File: config.mk
export PLATFORM = sky130hd
export DESIGN_NAME = lif_neuron_array
export DESIGN_NICKNAME = d
export VERILOG_FILES = /design/src/rtl/lif_neuron_array.sv
export SDC_FILE = /design/constraint.sdc
export NUM_CORES = 1
export LEC_CHECK = 0
export CAP_MARGIN = 10
export CORE_MARGIN = 2
export CORE_UTILIZATION = 55
export DETAILED_ROUTE_END_ITERATION = 10
export GPL_TIMING_DRIVEN = 0
export HOLD_SLACK_MARGIN = 0.05
export PLACE_DENSITY_LB_ADDON = 0.2
export SLEW_MARGIN = 5
export SYNTH_ARGS = -nofsm -noshare
export SYNTH_HDL_FRONTEND = slang
export SYNTH_SLANG_ARGS = --single-unit
File: constraint.sdc
create_clock -name clk -period 8.82 [get_ports clk]
set_input_delay 0.882 -clock clk [delete_from_list [all_inputs] [get_ports clk]]
set_output_delay 0.882 -clock clk [all_outputs]
set_load 0.01 [all_outputs]
File: src/rtl/lif_neuron_array.sv
// lif_neuron_array: N parallel leaky integrate-and-fire neurons with shared threshold, leak and refractory period.
// Define LIF_SPIKE_COUNT_EN to add per-neuron 8-bit saturating spike counters with readback.
module lif_neuron_array #(
    parameter int N_NEURONS = 4,
    parameter int IN_W = 8,
    parameter int DATA_W = 16,
    parameter int REFRAC_W = 4,
    parameter int RESET_SUB = 0,
    localparam int SEL_W = N_NEURONS > 1 ? $clog2(N_NEURONS) : 1
) (
    input  logic                      clk,
    input  logic                      rst_n,
`ifdef LIF_SPIKE_COUNT_EN
    input  logic                      clr_cnt,
    output logic [7:0]                spike_count,
`endif
    input  logic                      step,
    input  logic [N_NEURONS*IN_W-1:0] current,
    input  logic [DATA_W-1:0]         threshold,
    input  logic [3:0]                beta_shift,
    input  logic [REFRAC_W-1:0]       refrac_len,
    input  logic [SEL_W-1:0]          sel,
    output logic [DATA_W-1:0]         state_out,
    output logic [N_NEURONS-1:0]      spike,
    output logic                      spike_any,
    output logic                      step_done
);
    logic [DATA_W-1:0]   st [N_NEURONS];
    logic [DATA_W-1:0]   st_nx [N_NEURONS];
    logic [REFRAC_W-1:0] rc [N_NEURONS];
    logic [REFRAC_W-1:0] rc_nx [N_NEURONS];
    logic [N_NEURONS-1:0] fire;
    logic [DATA_W-1:0]   sel_st;

    for (genvar i = 0; i < N_NEURONS; i++) begin : g_n
        logic              hold;
        logic [DATA_W-1:0] decayed, nxt;
        logic [DATA_W:0]   sum;
        assign hold    = rc[i] != '0;
        assign decayed = st[i] - (st[i] >> beta_shift);
        // one extra bit catches the carry so the sum clamps instead of wrapping
        assign sum     = {1'b0, decayed} + {{(DATA_W+1-IN_W){1'b0}}, current[i*IN_W +: IN_W]};
        assign nxt     = sum[DATA_W] ? '1 : sum[DATA_W-1:0];
        assign fire[i] = step && !hold && nxt >= threshold;
        assign st_nx[i] = !step ? st[i] : hold ? '0 :
                          fire[i] ? (RESET_SUB != 0 ? nxt - threshold : '0) : nxt;
        assign rc_nx[i] = !step ? rc[i] : hold ? rc[i] - 1'b1 : fire[i] ? refrac_len : rc[i];
    end

    always_comb begin
        sel_st = '0;
        for (int k = 0; k < N_NEURONS; k++)
            if (sel == SEL_W'(k)) sel_st = st_nx[k];
    end

    always_ff @(posedge clk or negedge rst_n) begin
        if (!rst_n) begin
            st        <= '{default: '0};
            rc        <= '{default: '0};
            spike     <= '0;
            spike_any <= 1'b0;
            step_done <= 1'b0;
            state_out <= '0;
        end else begin
            st        <= st_nx;
            rc        <= rc_nx;
            spike     <= fire;
            spike_any <= |fire;
            step_done <= step;
            state_out <= sel_st;
        end
    end

`ifdef LIF_SPIKE_COUNT_EN
    logic [7:0] cnt [N_NEURONS];
    logic [7:0] cnt_nx [N_NEURONS];
    logic [7:0] sel_cnt;

    // clear wins over a same-cycle spike
    always_comb begin
        sel_cnt = '0;
        for (int k = 0; k < N_NEURONS; k++) begin
            cnt_nx[k] = clr_cnt ? '0 : (fire[k] && cnt[k] != 8'hff) ? cnt[k] + 8'd1 : cnt[k];
            if (sel == SEL_W'(k)) sel_cnt = cnt_nx[k];
        end
    end

    always_ff @(posedge clk or negedge rst_n) begin
        if (!rst_n) begin
            cnt         <= '{default: '0};
            spike_count <= '0;
        end else begin
            cnt         <= cnt_nx;
            spike_count <= sel_cnt;
        end
    end
`endif
endmodule

# Word-level counts from Yosys, hierarchy flattened
# Cells that the tools add are included.
# totals
wordCells,89
reg_bits,102
input_bits,61
output_inout_bits,22
# op_classes
addsub,12
n_shift,4
n_lt_le_gt_ge,4
n_reduce_logical,26
mux,28
eq_ne,3
# op_table
operator,n
$mux W16,20
$add A16 B8 Y17,4
$ge A16 B16 Y1,4
$shr A16 B4 Y16,4
$sub A16 B16 Y16,4
$mux W4,8
$reduce_bool A4 Y1,4
$sub A4 B1 Y4 const B,4
$logic_and A1 B1 Y1,8
$reduce_and A2 Y1,4
$reduce_bool A2 Y1,4
$eq A2 B2 Y1 const B,2
$logic_not A1 Y1,4
$reduce_or A4 Y1,1
$eq A2 B1 Y1 const B,1
$logic_not A2 Y1,1

# Depth between registers and ports, before layout
# Gate-level depths: netlist of run 1.
# depth
ltp_word,13
ltp_mapped,36
ltp_nobuf,34

# Worst setup path after synthesis of run 1
# OpenSTA, ideal clock, no wires.
# synth_timing
path_kind,in2reg
from,input beta_shift[0]
to,register state_out[13]
cell_stages,32
required_time_ps,8726
n_path_buf,5
setup_time_ps,94
arrival_time_ps,8205
path_slack_ps,521
cell_sequence,clkbuf_1 > buf_1 > mux4_2 > nor2_1 > a21oi_1 > o21ai_0 > ha_1 > nor2b_1 > o211ai_1 > nand2_1 > a21o_1 > a21oi_1 > xnor2_1 > ha_1 > nand2_1 > a21o_1 > a22oi_1 > nand3_1 > or4b_4 > or4b_1 > buf_2 > buf_6 > nand2_1 > ha_1 > a211o_1 > a31oi_1 > o21ai_0 > a221o_1 > nor2_1 > clkbuf_1 > nand3_1 > a211oi_1
# synth_via
elab_chain_cells,13
word_cells_on_any_way,40
cone_classes,add/sub (8); order compare (4); shift (4); mux (20); reduce/logical (4)
# synth_rtl
item,line_no,rtl
from (decl),20,"input logic [3:0] beta_shift,"
$shr A16 B4 Y16,40,assign decayed = st[i] - (st[i] >> beta_shift);
$sub A16 B16 Y16,40,
$add A16 B8 Y17,42,"assign sum = {1'b0, decayed} + {{(DATA_W+1-IN_W){1'b0}}, current[i*IN_W +: IN_W]};"
$mux W16,43,assign nxt = sum[DATA_W] ? '1 : sum[DATA_W-1:0];
$ge A16 B16 Y1,44,assign fire[i] = step && !hold && nxt >= threshold;
$logic_and A1 B1 Y1,44,
$mux W16,46,fire[i] ? (RESET_SUB != 0 ? nxt - threshold : '0) : nxt;
$mux W16 (2 in series),45,assign st_nx[i] = !step ? st[i] : hold ? '0 :
$mux W16 (3 in series),53,if (sel == SEL_W'(k)) sel_st = st_nx[k];
$mux W16 *,53,
via sel_st[13],33,logic [DATA_W-1:0] sel_st;
to (signal assigned),70,state_out <= sel_st;
to (decl),23,"output logic [DATA_W-1:0] state_out,"
# Mark *: on every way through the listed nets, which the timed path passes. The rest lies on a longest branch.
# A chain may end at the register's enable or synchronous reset.

==> flow_summary.ini, run 1 <==
[status]
status = completed

[critical_path]
criticalPathCategory = input port to flip-flop
endpoint_kind = flip-flop
worstPathRequired_ns = 9.06
crit_path_start_kind = input port
worst-path-max-fanout = 10
slowest_stage = clkdlybuf4s50_1
slowest_delay_ns = 0.57
worstPathArrival_ns = 8.92
ff2ff_path_depth = 32

[global_route]
grtUsageTotal_pct = 41.98
antenna_found_initial = 0
grt_overflow = 0
grt_max_degree = 53
grt_pass1_vias = 14390
grt_pass1_wl_um = 84160

[synthesis]
synthArstFlopShare_pct = 100.0
synthFlopType = dfrtp_1
ys_seq_area_share_pct = 18.18
synthTopCellsByArea = dfrtp_1, ha_1, a21oi_1, mux2i_1, nand2_1
syn-cell-area_mm2 = 0.01404
syn_area_per_cell_um2 = 7.976
yosys.area.top_type = dfrtp_1
synthCells = 1760
synth-seq-cells = 102
syn-num-nets = 1991
ys.warnings.count = 0
yosysUniqueCellTypes = 93
synth_edf_count = 0
synth_top_area_share_pct = 18.18

[cells_and_area]
nets = 2088
area_delta_synth_final_pct = 13.10
drive_gt1_share_pct = 9.989
diodes = 0

[min_path]
min_path_cells = 1
worst_hold_path_type = flip-flop to flip-flop

[flow_run]
maxCapViolations = 0

[die]
fp.dieH_um = 163.8
fp.dieArea_mm2 = 0.02682
initial_core_util_pct = 55.90
die_x_um = 163.8
core_mm2 = 0.02511
rows = 58
boundaryPins = 83

[sta]
finalCriticalPeriod_ns = 8.672
fmax_mhz = 115.3
min_period_over_period_pct = 98.33
clock_skew_ns = 0.01532
final_max_slew_viol_count = 0
setup_violations = 0
tightest_slew_ns = 1.166
rsz0062_at_grt = yes
hold-worst-slack_ns = 0.5220
hold_viol = 0
max_slew_margin_pct = 21.64

[cts]
clk_pin_slew_ns = 0.08
cts-buffers-inserted = 9
cts_tree = yes
root_buffer = clkbuf_16
h-tree-depth = 3
cts_sinks = 102
clkLatencyLatePin_ns = 0.37
hold_buffers = 0
clockBufferDepth = 2

[placement]
dp_hpwl_um = 43530
port_buffers = 81
gp_congestion = 1.044

[detailed_routing]
viasPerCell = 6.899
drt_wl_total_um = 57020
wire_per_inst_um = 26.01
antenna_left = 0
drc = 0
first_pass_iters = 5
num_vias = 15120
drtIter0Drc = 1601
## state kept, by name, indices dropped and copies added, names as in the netlist
name       flops
st            64
rc            16
state_out     16
spike          4
spike_any      1
step_done      1
## cell usage in the layout (no fill, tap or decap), types with 13 or more instances in the layout
master           Yosys  final
nand2b_1            33     33
nand2_1            160    160
or2_2               28     28
xnor2_1             47     47
buf_2               10     13
xor2_1              26     26
nor2_1             127    122
mux4_2              19     19
clkbuf_2             0     15
o21a_1              18     18
a21o_1              48     48
dfrtp_1            102    102
a31oi_1             28     28
a22o_1              22     22
o211ai_1            21     21
nand3_1             35     34
and2_1              13     13
nor2b_1             46     46
clkdlybuf4s50_1      0     79
o21ai_0             98     93
nor3_1              35     33
clkbuf_1            54     26
mux2i_1             60     60
inv_1               96     96
a21oi_1            148    147
ha_1               162    162
a211oi_1            53     52
## Yosys cell counts, types with 8 or more instances
cell type / count
a211o_1: 10
a211oi_1: 53
a21boi_0: 11
a21o_1: 48
a21oi_1: 148
a221o_1: 8
a221oi_1: 10
a22o_1: 22
a2bb2oi_1: 8
a31oi_1: 28
and2_1: 13
buf_1: 13
buf_2: 10
clkbuf_1: 54
dfrtp_1: 102
fa_1: 8
ha_1: 162
inv_1: 96
mux2_2: 12
mux2i_1: 60
mux4_2: 19
nand2_1: 160
nand2b_1: 33
nand3_1: 35
nand4_1: 11
nor2_1: 127
nor2b_1: 46
nor3_1: 35
nor3b_1: 8
o211ai_1: 21
o21a_1: 18
o21ai_0: 98
o221ai_1: 12
o22ai_1: 9
o2bb2ai_1: 12
o31ai_1: 8
or2_2: 28
or3_1: 8
xnor2_1: 47
xor2_1: 26
## path summary, 6_finish.rpt
| path | startpoint | endpoint | slack [ns] |
|---|---|---|---|
| worst max-delay path | beta_shift[2] | state_out[7] | 0.15 |
| worst min register to register | rc[15] | rc[15] | 0.52 |
| worst max register to register | st[13] | state_out[1] | 0.89 |
| min in group asynchronous | rst_n | rc[14] | 0.56 |
| max in group asynchronous | rst_n | st[53] | 7.53 |
| worst min-delay path | rc[15] | rc[15] | 0.52 |
## cell families (layout without fill, tap and decap cells)
group | after synthesis | count (layout) | share of synthesized area (%)
adders and majority gates | 170 | 170 | 15.58
xor gates and xnor gates | 73 | 73 | 4.555
muxes | 91 | 91 | 8.290
buffers and inverters | 174 | 276 | 4.795
and+or+nand+nor | 555 | 555 | 19.73
AOI/OAI and AO/OA | 595 | 595 | 28.87
DFF | 102 | 102 | 18.18
## layer usage
layer	global-route usage [%]	routed length, um
met5	0	0
met4	24.12	3691
met1	54.32	22420
met2	64.13	24530
met3	9.949	6385
## through the flow
| stage | cells | util [%] | TNS (ns) | cell area [um^2] | setup slack, ns |
|---|---|---|---|---|---|
| 2_1_floorplan | 1760 | - | 0 | 14040 | 0.5209 |
| 3_3_place_gp | 2171 | 60.78 | -165.45 | 15260 | -3.033 |
| 3_5_place_dp | 2172 | 60.88 | -169.66 | 15290 | -2.975 |
| 4_1_cts | 2188 | 62.51 | 0 | 15700 | 0.003367 |
| 5_1_grt | 2192 | 63.23 | -0.04207 | 15880 | -0.04207 |
| 6_report | 2192 | 63.23 | 0 | 15880 | 0.1477 |
## critical path, delay by kind of cell
kind	cells	cell delay, ns
and+or+nand+nor	10	2.75
AOI/OAI and AO/OA	10	2.29
buffers and inverters	6	1.97
adders and majority gates	3	0.90
xor gates and xnor gates	1	0.11
## layout make-up
type / count / area [um^2]
buffer: 78 / 431.7
clock buffer: 10 / 229.0
clock inverter: 6 / 52.55
fill: 2314 / 9233
inverter: 96 / 360.3
multi-input combinational: 1484 / 10960
sequential: 102 / 2552
tap: 330 / 412.9
timing repair buffer: 86 / 879.6
## timing repair
action                                  4_1_cts  5_1_grt
buffers inserted                              0        4
endpoints found under the hold margin         0        0
gates resized for setup                      68       49
pin swaps                                     1        2
endpoints found under the setup margin      101       27
Power of run 1 is not shown: default switching activity piles up to over one toggle a cycle in this logic, so the estimate is an artifact.
==> run 2: changes to the inputs <==
CAP_MARGIN = unset   (was 10)
GPL_TIMING_DRIVEN = unset   (was 0)
==> flow_summary.ini, run 2 (synthesized netlist as in run 1, its figures left out) <==
[status]
status = completed

[cells_and_area]
drive_gt1_share_pct = 7.637
max_flop_register = st
mostFrequentLayoutCell = ha_1
largest_reg_flops = 64
area_delta_synth_final_pct = 10.03
fin_util_pct = 61.51
diodes = 0
final_area_mm2 = 0.01544
nets = 2033
layout_common_cells = ha_1, nand2_1, a21oi_1, nor2_1, dfrtp_1
final.fill_count = 2309
largestRegisters = st x64, rc x16, state_out x16

[critical_path]
worst-path-max-fanout = 62
r2r_slack_ns = 0.83
timing.critical_path.mode_cell = o21ai_0
endpoint = state_out[14]
criticalPathCategory = input port to flip-flop
ff2ff_path_depth = 31
setup.worst_path.start = beta_shift[1]
worstPathRequired_ns = 9.10
slowest_delay_ns = 0.53
r2r_end = state_out[4]
crit_path_start_kind = input port
slowest_stage = or4_4
endpoint_kind = flip-flop
worstPathArrival_ns = 8.66
r2r-start = st[12]

[cts]
clockBufferDepth = 2
clk_pin_slew_ns = 0.07
root_buffer = clkbuf_16
cts_setup_buffers = 0
cts_tree = yes
h-tree-depth = 3
clkLatencyLatePin_ns = 0.35
cts-buffers-inserted = 9
cts_sinks = 102

[sta]
fin_tns_setup_ns = 0
setup_violations = 0
final_max_slew_viol_count = 0
finalCriticalPeriod_ns = 8.375
max_slew_margin_pct = 31.94
tightest_slew_ns = 1.013
clock_skew_ns = 0.007874
hold_viol = 0
min_period_over_period_pct = 94.95
layout_setup_ws_ns = 0.4455
fmax_mhz = 119.4
rsz0062_at_grt = no

[detailed_routing]
viasPerCell = 6.686
drt_wl_total_um = 47200
drtIter0Drc = 1637
drc = 0
first_pass_iters = 6
wire_per_inst_um = 22.09
antenna_left = 0
num_vias = 14290

[global_route]
grt_max_degree = 72
grt_pass1_vias = 13150
grt_overflow = 0
grt_pass1_wl_um = 73450
grtUsageTotal_pct = 35.01
antenna_found_initial = 0

[die]
boundaryPins = 83
fp.dieH_um = 163.8
rows = 58
die_x_um = 163.8
fp.dieArea_mm2 = 0.02682
initial_core_util_pct = 55.90
core_mm2 = 0.02511

[placement]
gp_congestion = 1.007
port_buffers = 82
placed_cell_area_mm2 = 0.01515
dp_hpwl_um = 36900
dp_slack_ns = 0.1675

[flow_run]
maxCapViolations = 0

[min_path]
worst_hold_path_type = input port to asynchronous set/reset pin
-- run 2: cell types whose count changed in the layout (fill, tap and decap cells not counted), moves of 3 or more --
cell | previous run | this run
clkbuf_1 | 26 | 2
buf_4 | 8 | 28
clkbuf_2 | 15 | 0
clkbuf_4 | 12 | 0
buf_2 | 13 | 3
nor2_1 | 122 | 127
buf_1 | 4 | 0
o21ai_0 | 93 | 97
o21ai_1 | 9 | 5
buf_6 | 3 | 0
nor2_2 | 3 | 0
o221ai_1 | 9 | 12
o221ai_2 | 3 | 0
-- run 2: worst min-delay path by stage --
| stage | endpoint | slack [ns] | cells after the start |
|---|---|---|---|
| after global placement | rc[15] | 0.50 | 1 |
| after detailed placement | rc[15] | 0.51 | 1 |
| final | spike[3] | 0.46 | 1 |
| after CTS | spike[1] | 0.48 | 1 |
| after global routing | spike[1] | 0.49 | 1 |
| after floorplan | rc[11] | 0.47 | 1 |
-- run 2: through the flow --
step / hold slack, ns / instances
after floorplan: 0.4726 / 1760
after global placement: 0.4984 / 2121
after detailed placement: 0.5119 / 2121
after CTS: 0.4766 / 2137
after global routing: 0.4893 / 2137
final: 0.4646 / 2137
-- run 2: cell type report --
class | instances | area (um^2) | area share (%)
well taps | 330 | 412.9 | 2.673
clock buffers | 11 | 232.7 | 1.507
repair buffers | 109 | 1016 | 6.578
clock inverters | 5 | 58.81 | 0.3808
inverters | 96 | 360.3 | 2.333
multi-input cells | 1484 | 10810 | 70.00
flip-flops and latches | 102 | 2552 | 16.53
-- run 2: what timing repair did --
action	CTS	global route
resized for setup	0	1
hold buffers	0	0
setup endpoints to repair	0	2
-- run 2: worst max-delay path, delay by kind of cell --
family                     cells  cell delay, ns
and+or+nand+nor                7            2.22
adders and majority gates      3            0.99
AOI/OAI and AO/OA             13            3.38
buffers and inverters          2            0.62
xor gates and xnor gates       1            0.11
muxes                          1            0.39
-- run 2: routing by layer --
layer / global-route usage (%) / share of wire, % / vias up
li1: - / - / 6642
met2: 54.39 / 43 / 748
met4: 16.39 / 5.3 / 0
met3: 5.076 / 8.6 / 145
met5: 0 / 0 / -
met1: 48.11 / 43 / 6752
Power of run 2 is left out for the same reason.
